===== config.mk =====
export PLATFORM = sky130hd
export DESIGN_NAME = mnist_pixel_loader
export DESIGN_NICKNAME = d
export VERILOG_FILES = /design/src/rtl/mnist_pkg.sv /design/src/rtl/mnist_pixel_loader.sv
export SDC_FILE = /design/constraint.sdc
export NUM_CORES = 2
export LEC_CHECK = 0
export CORE_AREA = 2 2 314 316
export DETAILED_ROUTE_END_ITERATION = 6
export DIE_AREA = 0 0 316 318
export SYNTH_ARGS = -nofsm -noshare
export SYNTH_HDL_FRONTEND = slang
export SYNTH_SLANG_ARGS = --single-unit
export TNS_END_PERCENT = 10

===== constraint.sdc =====
create_clock -name clk -period 5.18 [get_ports clk]
set_input_delay 1.295 -clock clk [delete_from_list [all_inputs] [get_ports clk]]
set_output_delay 1.295 -clock clk [all_outputs]
set_load 0.02 [all_outputs]

===== src/rtl/mnist_pkg.sv =====
// Shared constants and types for the MNIST front-end and model.
package mnist_pkg;

  localparam int IMG_W      = 28;
  localparam int IMG_PIXELS = 784;
  localparam int PIX_W      = 8;
  localparam int CNT_W      = 10;

  typedef enum logic [1:0] {
    LOAD = 2'd0,
    FIRE = 2'd1,
    WAIT = 2'd2
  } loader_state_t;

endpackage


===== src/rtl/mnist_pixel_loader.sv =====
// Pixel-stream front end: binarizes a raster-order grayscale frame into a
// 784-bit image, kicks the model with a one-cycle start, then latches the
// predicted digit when the model's valid rises.
//
// state | meaning
// LOAD  | accepting pixels, shifting binarized bits into the image register
// FIRE  | frame complete, start_out high for this single cycle
// WAIT  | image held stable, waiting for a rising edge on done_in
module mnist_pixel_loader
  import mnist_pkg::*;
#(
  parameter logic [PIX_W-1:0] THRESH = 8'd128
) (
  input  logic                  clk,
  input  logic                  rst,
  input  logic                  s_valid,
  output logic                  s_ready,
  input  logic [PIX_W-1:0]      s_data,
  input  logic                  s_last,
  output logic [IMG_PIXELS-1:0] image_out,
  output logic                  start_out,
  input  logic                  done_in,
  input  logic [3:0]            digit_in,
  output logic [3:0]            digit_out,
  output logic                  result_valid,
  output logic                  frame_err
);

  localparam logic [CNT_W-1:0] LAST_IDX = CNT_W'(IMG_PIXELS - 1);

  loader_state_t         state;
  logic [CNT_W-1:0]      cnt;
  logic [IMG_PIXELS-1:0] shreg;
  logic                  done_q;
  logic                  bin;
  logic                  accept;

  assign s_ready   = (state == LOAD) && rst;
  assign accept    = s_valid && s_ready;
  assign bin       = (s_data >= THRESH);
  assign image_out = shreg;

  // Loader FSM with registered strobes; done_q tracks done_in every cycle so a
  // level left high from the previous inference never looks like a new edge.
  always_ff @(posedge clk) begin
    if (!rst) begin
      state        <= LOAD;
      cnt          <= '0;
      shreg        <= '0;
      start_out    <= 1'b0;
      digit_out    <= 4'd0;
      result_valid <= 1'b0;
      frame_err    <= 1'b0;
      done_q       <= 1'b0;
    end else begin
      done_q       <= done_in;
      start_out    <= 1'b0;
      result_valid <= 1'b0;
      frame_err    <= 1'b0;
      case (state)
        LOAD: begin
          if (accept) begin
            if (cnt == LAST_IDX) begin
              // Full frame: used even without s_last, but flagged.
              shreg     <= {shreg[IMG_PIXELS-2:0], bin};
              cnt       <= '0;
              start_out <= 1'b1;
              frame_err <= ~s_last;
              state     <= FIRE;
            end else if (s_last) begin
              // Short frame: discard and resynchronize on the next pixel.
              shreg     <= '0;
              cnt       <= '0;
              frame_err <= 1'b1;
            end else begin
              shreg <= {shreg[IMG_PIXELS-2:0], bin};
              cnt   <= cnt + 1'b1;
            end
          end
        end
        FIRE: begin
          state <= WAIT;
        end
        WAIT: begin
          if (done_in && !done_q) begin
            digit_out    <= digit_in;
            result_valid <= 1'b1;
            state        <= LOAD;
          end
        end
        default: begin
          state <= LOAD;
        end
      endcase
    end
  end

endmodule


==> results list <==
- Outcome: finished, final reports clean
- Post-layout minimum cycle time: roughly 3800 ps
* Count of final setup violators: 0
* Number of synthesis warnings: 0
- Post-route clock period utilization: 0.731
- Number of global-route vias before repair: 21400
- Growth of design area from synthesis to finish: 46.5%
- In this run the clock root is driven by a sky130_fd_sc_hd__clkbuf_16.
* Areal power density over the cells: between 300 and 400 nW/um^2
* Proportion of register bits with asynchronous set or reset after synthesis: 0
- After routing, the total negative slack on setup checks comes to 0 ps.
- Skew-Pair Late Insertion Delay: 650 ps
- After synthesis, the share of cell area in mux cells is 0.00195.
* Core area: just under 100000 um^2
* Critical setup path kind: input pin to output port
- Final nets: 3392
* Combined area of all synthesized cells: about 26000 um^2
- Summed over all layers, the global routing overflow is 0.
- The synthesized-area fraction occupied by ao, oa, aoi and oai cells is 0.194.
* Xor/xnor share of the synthesized area: 0.00307
* Largest net degree at the start of global routing: 198
- Global placement routability congestion: 0.827
- The number of antenna diodes in the final layout is 0.
* Portion of synthesized cell area occupied by the leading cell type: 0.627
- Traced cell by cell, the critical path runs through buf_8, nor3b_1, clkdlybuf4s50_1.
- When the netlist entered floorplanning its net count stood at 2721.
- Horizontal die dimension: 316 um
* Portion of the post-synthesis area used by sequential elements: 0.627
- Kind of cell adding the most delay to the critical path: buffers and inverters
* Post-detailed-route via-to-cell ratio: 4.77
* Synthesized-area fraction occupied by adder cells: 0.000488
- The worst hold path belongs to the class register to register.
* DRC errors left: 0
* Cell with the most instances after synthesis: sky130_fd_sc_hd__dfxtp_1
- Of the total synthesized cell area, the portion taken by AND, OR, NAND and NOR gates is 0.124.
- sky130_fd_sc_hd__dfxtp_1 takes more of the synthesized area than any other cell.
- For this design the static power due to leakage is 12.1 nW.
* 1st-pass router iterations: 5
- The number of hold violations in the final report was 0.
- Post-CTS Setup Inserts: 0
- TritonCTS built the clock tree.
* Setup repair after global routing missed its margin: false
* Average footprint of a synthesized cell: roughly 9.5 um^2
- The initial antenna violation count was 0.
- Commonest cells in the synthesized netlist: sky130_fd_sc_hd__dfxtp_1 (804), sky130_fd_sc_hd__nand2_1 (783), sky130_fd_sc_hd__o22ai_1 (775)
- Detail Placement HPWL: 58400 um
* Final worst clock skew: 23.3 ps
* Post-synth EDFFs: 0
- Hold buffers post-CTS: 0
- Cell count after synthesis: ~2700
- For this run, the share of the core covered by cells in the final layout is 0.386.
- Critical Path Sink Type: output port
- After filler insertion, the fill cell instance count of the layout stands at ~9700.
- Prevailing post-synth register cell: sky130_fd_sc_hd__dfxtp_1
* Clock-pin slew on the worst setup and hold paths: 60 ps
* Floorplan die area: between 100000 and 150000 um^2
- Slowest library cell on the worst path: sky130_fd_sc_hd__clkdlybuf4s50_1
- Slowest stage delay, CP: 670 ps
- The number of max-slew violations in the final report came to 0.
* Max Cap Viol: 0
* Wire length of the first global-routing pass: 127000 um
- CTS built an H-tree with a depth of 3.
* Library cells used by synthesis: 32
* Number of top-level design ports: about 810
* Post-DR wirelength/cell: 17.9 um
- Number of buffers between clock root and the deepest sink: 3
- Total routing usage reported by global routing: 0.160
- Number of clock sinks seen by CTS: roughly 800
* Total buffers and inverters traversed by the critical path: 2
- Synth area leaders: sky130_fd_sc_hd__dfxtp_1 (63%), sky130_fd_sc_hd__o22ai_1 (19%), sky130_fd_sc_hd__nand2_1 (11%), sky130_fd_sc_hd__clkbuf_1 (2.6%), sky130_fd_sc_hd__buf_2 (1.1%)
- Post-route antenna net violation count: 0
- The multi-input combinational cells in the finished layout cover a total of 8330 um^2.
* Peak fanout along the critical path: 54
- Headroom to the max-slew limit came out at 0.291.
- Fraction of layout instances using a drive strength above 1: 0.0555
* Area occupied by registers: about 16000 um^2
- Row generation in the floorplan step produced about 120 rows.
- DRC marker count from the first detailed-route iteration: 1606
- Total via count in the routed design: 22600
* Transition at the pin with the smallest max-transition slack: 1060 ps
- Element type at the critical path start: input pin
- Based on the critical path, the design can be clocked at up to 0.264 GHz.
* Data arrival, critical path: 2490 ps
- Clock tree synthesis inserted a total of 87 buffers.
- By area, the combinational part of the netlist is dominated by compound AO/OA/AOI/OAI gates.
* Effective utilization at floorplan: 0.263
* Number of flip-flops and latches in the synthesized netlist: 804
* IR Drop Worst-Case VDD: 0.247 mV
- The number of gates resized after CTS was 0.
- Drt total wl: around 85000 um
- The die is 318 um tall.
- Number of buffers inserted by port buffering: between 800 and 900
* Data required time of the critical path: 3880 ps
==> power by group <==
part	switching, W	total [W]	internal, W
logic	0.000282	0.000350	0.0000679
clock network	0.00257	0.00649	0.00392
registers	0.00000244	0.00619	0.00619
total	0.00285	0.0130	0.0102
==> cells in the final DEF (no fill, tap or decap), types with 2 or more instances in the layout <==
master	count
sky130_fd_sc_hd__o22ai_2	4
sky130_fd_sc_hd__mux2i_1	5
sky130_fd_sc_hd__clkbuf_8	16
sky130_fd_sc_hd__nand2_1	783
sky130_fd_sc_hd__nand4_1	4
sky130_fd_sc_hd__inv_1	4
sky130_fd_sc_hd__a32o_1	3
sky130_fd_sc_hd__o21ai_0	2
sky130_fd_sc_hd__nor3_1	5
sky130_fd_sc_hd__buf_12	14
sky130_fd_sc_hd__dfxtp_1	804
sky130_fd_sc_hd__clkbuf_16	88
sky130_fd_sc_hd__nor2_1	10
sky130_fd_sc_hd__xor2_1	3
sky130_fd_sc_hd__nand3_1	5
sky130_fd_sc_hd__o22ai_1	775
sky130_fd_sc_hd__clkinv_8	2
sky130_fd_sc_hd__clkinv_2	15
sky130_fd_sc_hd__buf_4	32
sky130_fd_sc_hd__bufinv_16	11
sky130_fd_sc_hd__a21oi_1	4
sky130_fd_sc_hd__xnor2_1	6
sky130_fd_sc_hd__clkbuf_1	23
sky130_fd_sc_hd__nor2b_1	7
sky130_fd_sc_hd__clkdlybuf4s50_1	800
sky130_fd_sc_hd__and2_1	3
==> stage by stage <==
step	power [W]	std cells	hold WS, ps	instance area [um^2]	worst slack (ps)
after floorplan	0.00659	2703	467	25700	1570
after global placement	0.00667	4572	464	34600	1380
after detailed placement	0.00667	4572	475	34600	1400
after CTS	0.0132	4730	482	37600	1390
after global routing	0.0135	4730	501	37600	1280
final	0.0130	4730	476	37600	1390
==> area by class of cell <==
type | count | area share
Inverter | 4 | 0.000399
Multi-Input combinational cell | 1630 | 0.222
Sequential cell | 804 | 0.428
Clock inverter | 31 | 0.0132
Tap cell | 1287 | 0.0428
Timing Repair Buffer | 847 | 0.227
Clock buffer | 127 | 0.0667
==> worst register-to-register path: cells and delay by family (launching register included) <==
kind | cells | cell delay (ps)
fa+ha+maj | 1 | 230
buf+inv | 1 | 690
simple gates | 2 | 380
flops | 1 | 340
compound gates | 2 | 640
==> flip-flops by register name (all words and copies together), names as in the netlist <==
signal and count:
cnt 10, digit_out 4, done_q 1, frame_err 1
image_out 784, result_valid 1, start_out 1, state 2
==> per-layer routing <==
layer  vias up  wire length (um)  GRT usage  share of wire
li1      11000                 -          -              -
met1     10600             33400      0.181           0.39
met2       742             39400      0.259           0.47
met3       160              8240     0.0659          0.097
met4         0              3530     0.0759          0.042
met5         -                 0          0              0
==> worst paths after layout <==
path | startpoint | end | slack (ps) | depth (start not counted)
setup / recovery | rst | s_ready | 1390 | 3
hold / removal | image_out[104] | image_out[105] | 480 | 2
setup reg to reg | cnt[0] | image_out[126] | 2740 | 6
hold reg to reg | image_out[104] | image_out[105] | 480 | 2
==> kinds of logic (layout without fill, tap and decap cells) <==
logic type,count (synthesis),after routing
flip-flops,804,804
multiplexers,5,5
AND/OR/NAND/NOR,824,824
AO/OA/AOI/OAI,791,791
adder cells (fa/ha/maj),1,1
XOR/XNOR,9,9
buffers and inverters,269,1009
Power figures use the tool's default switching activity.
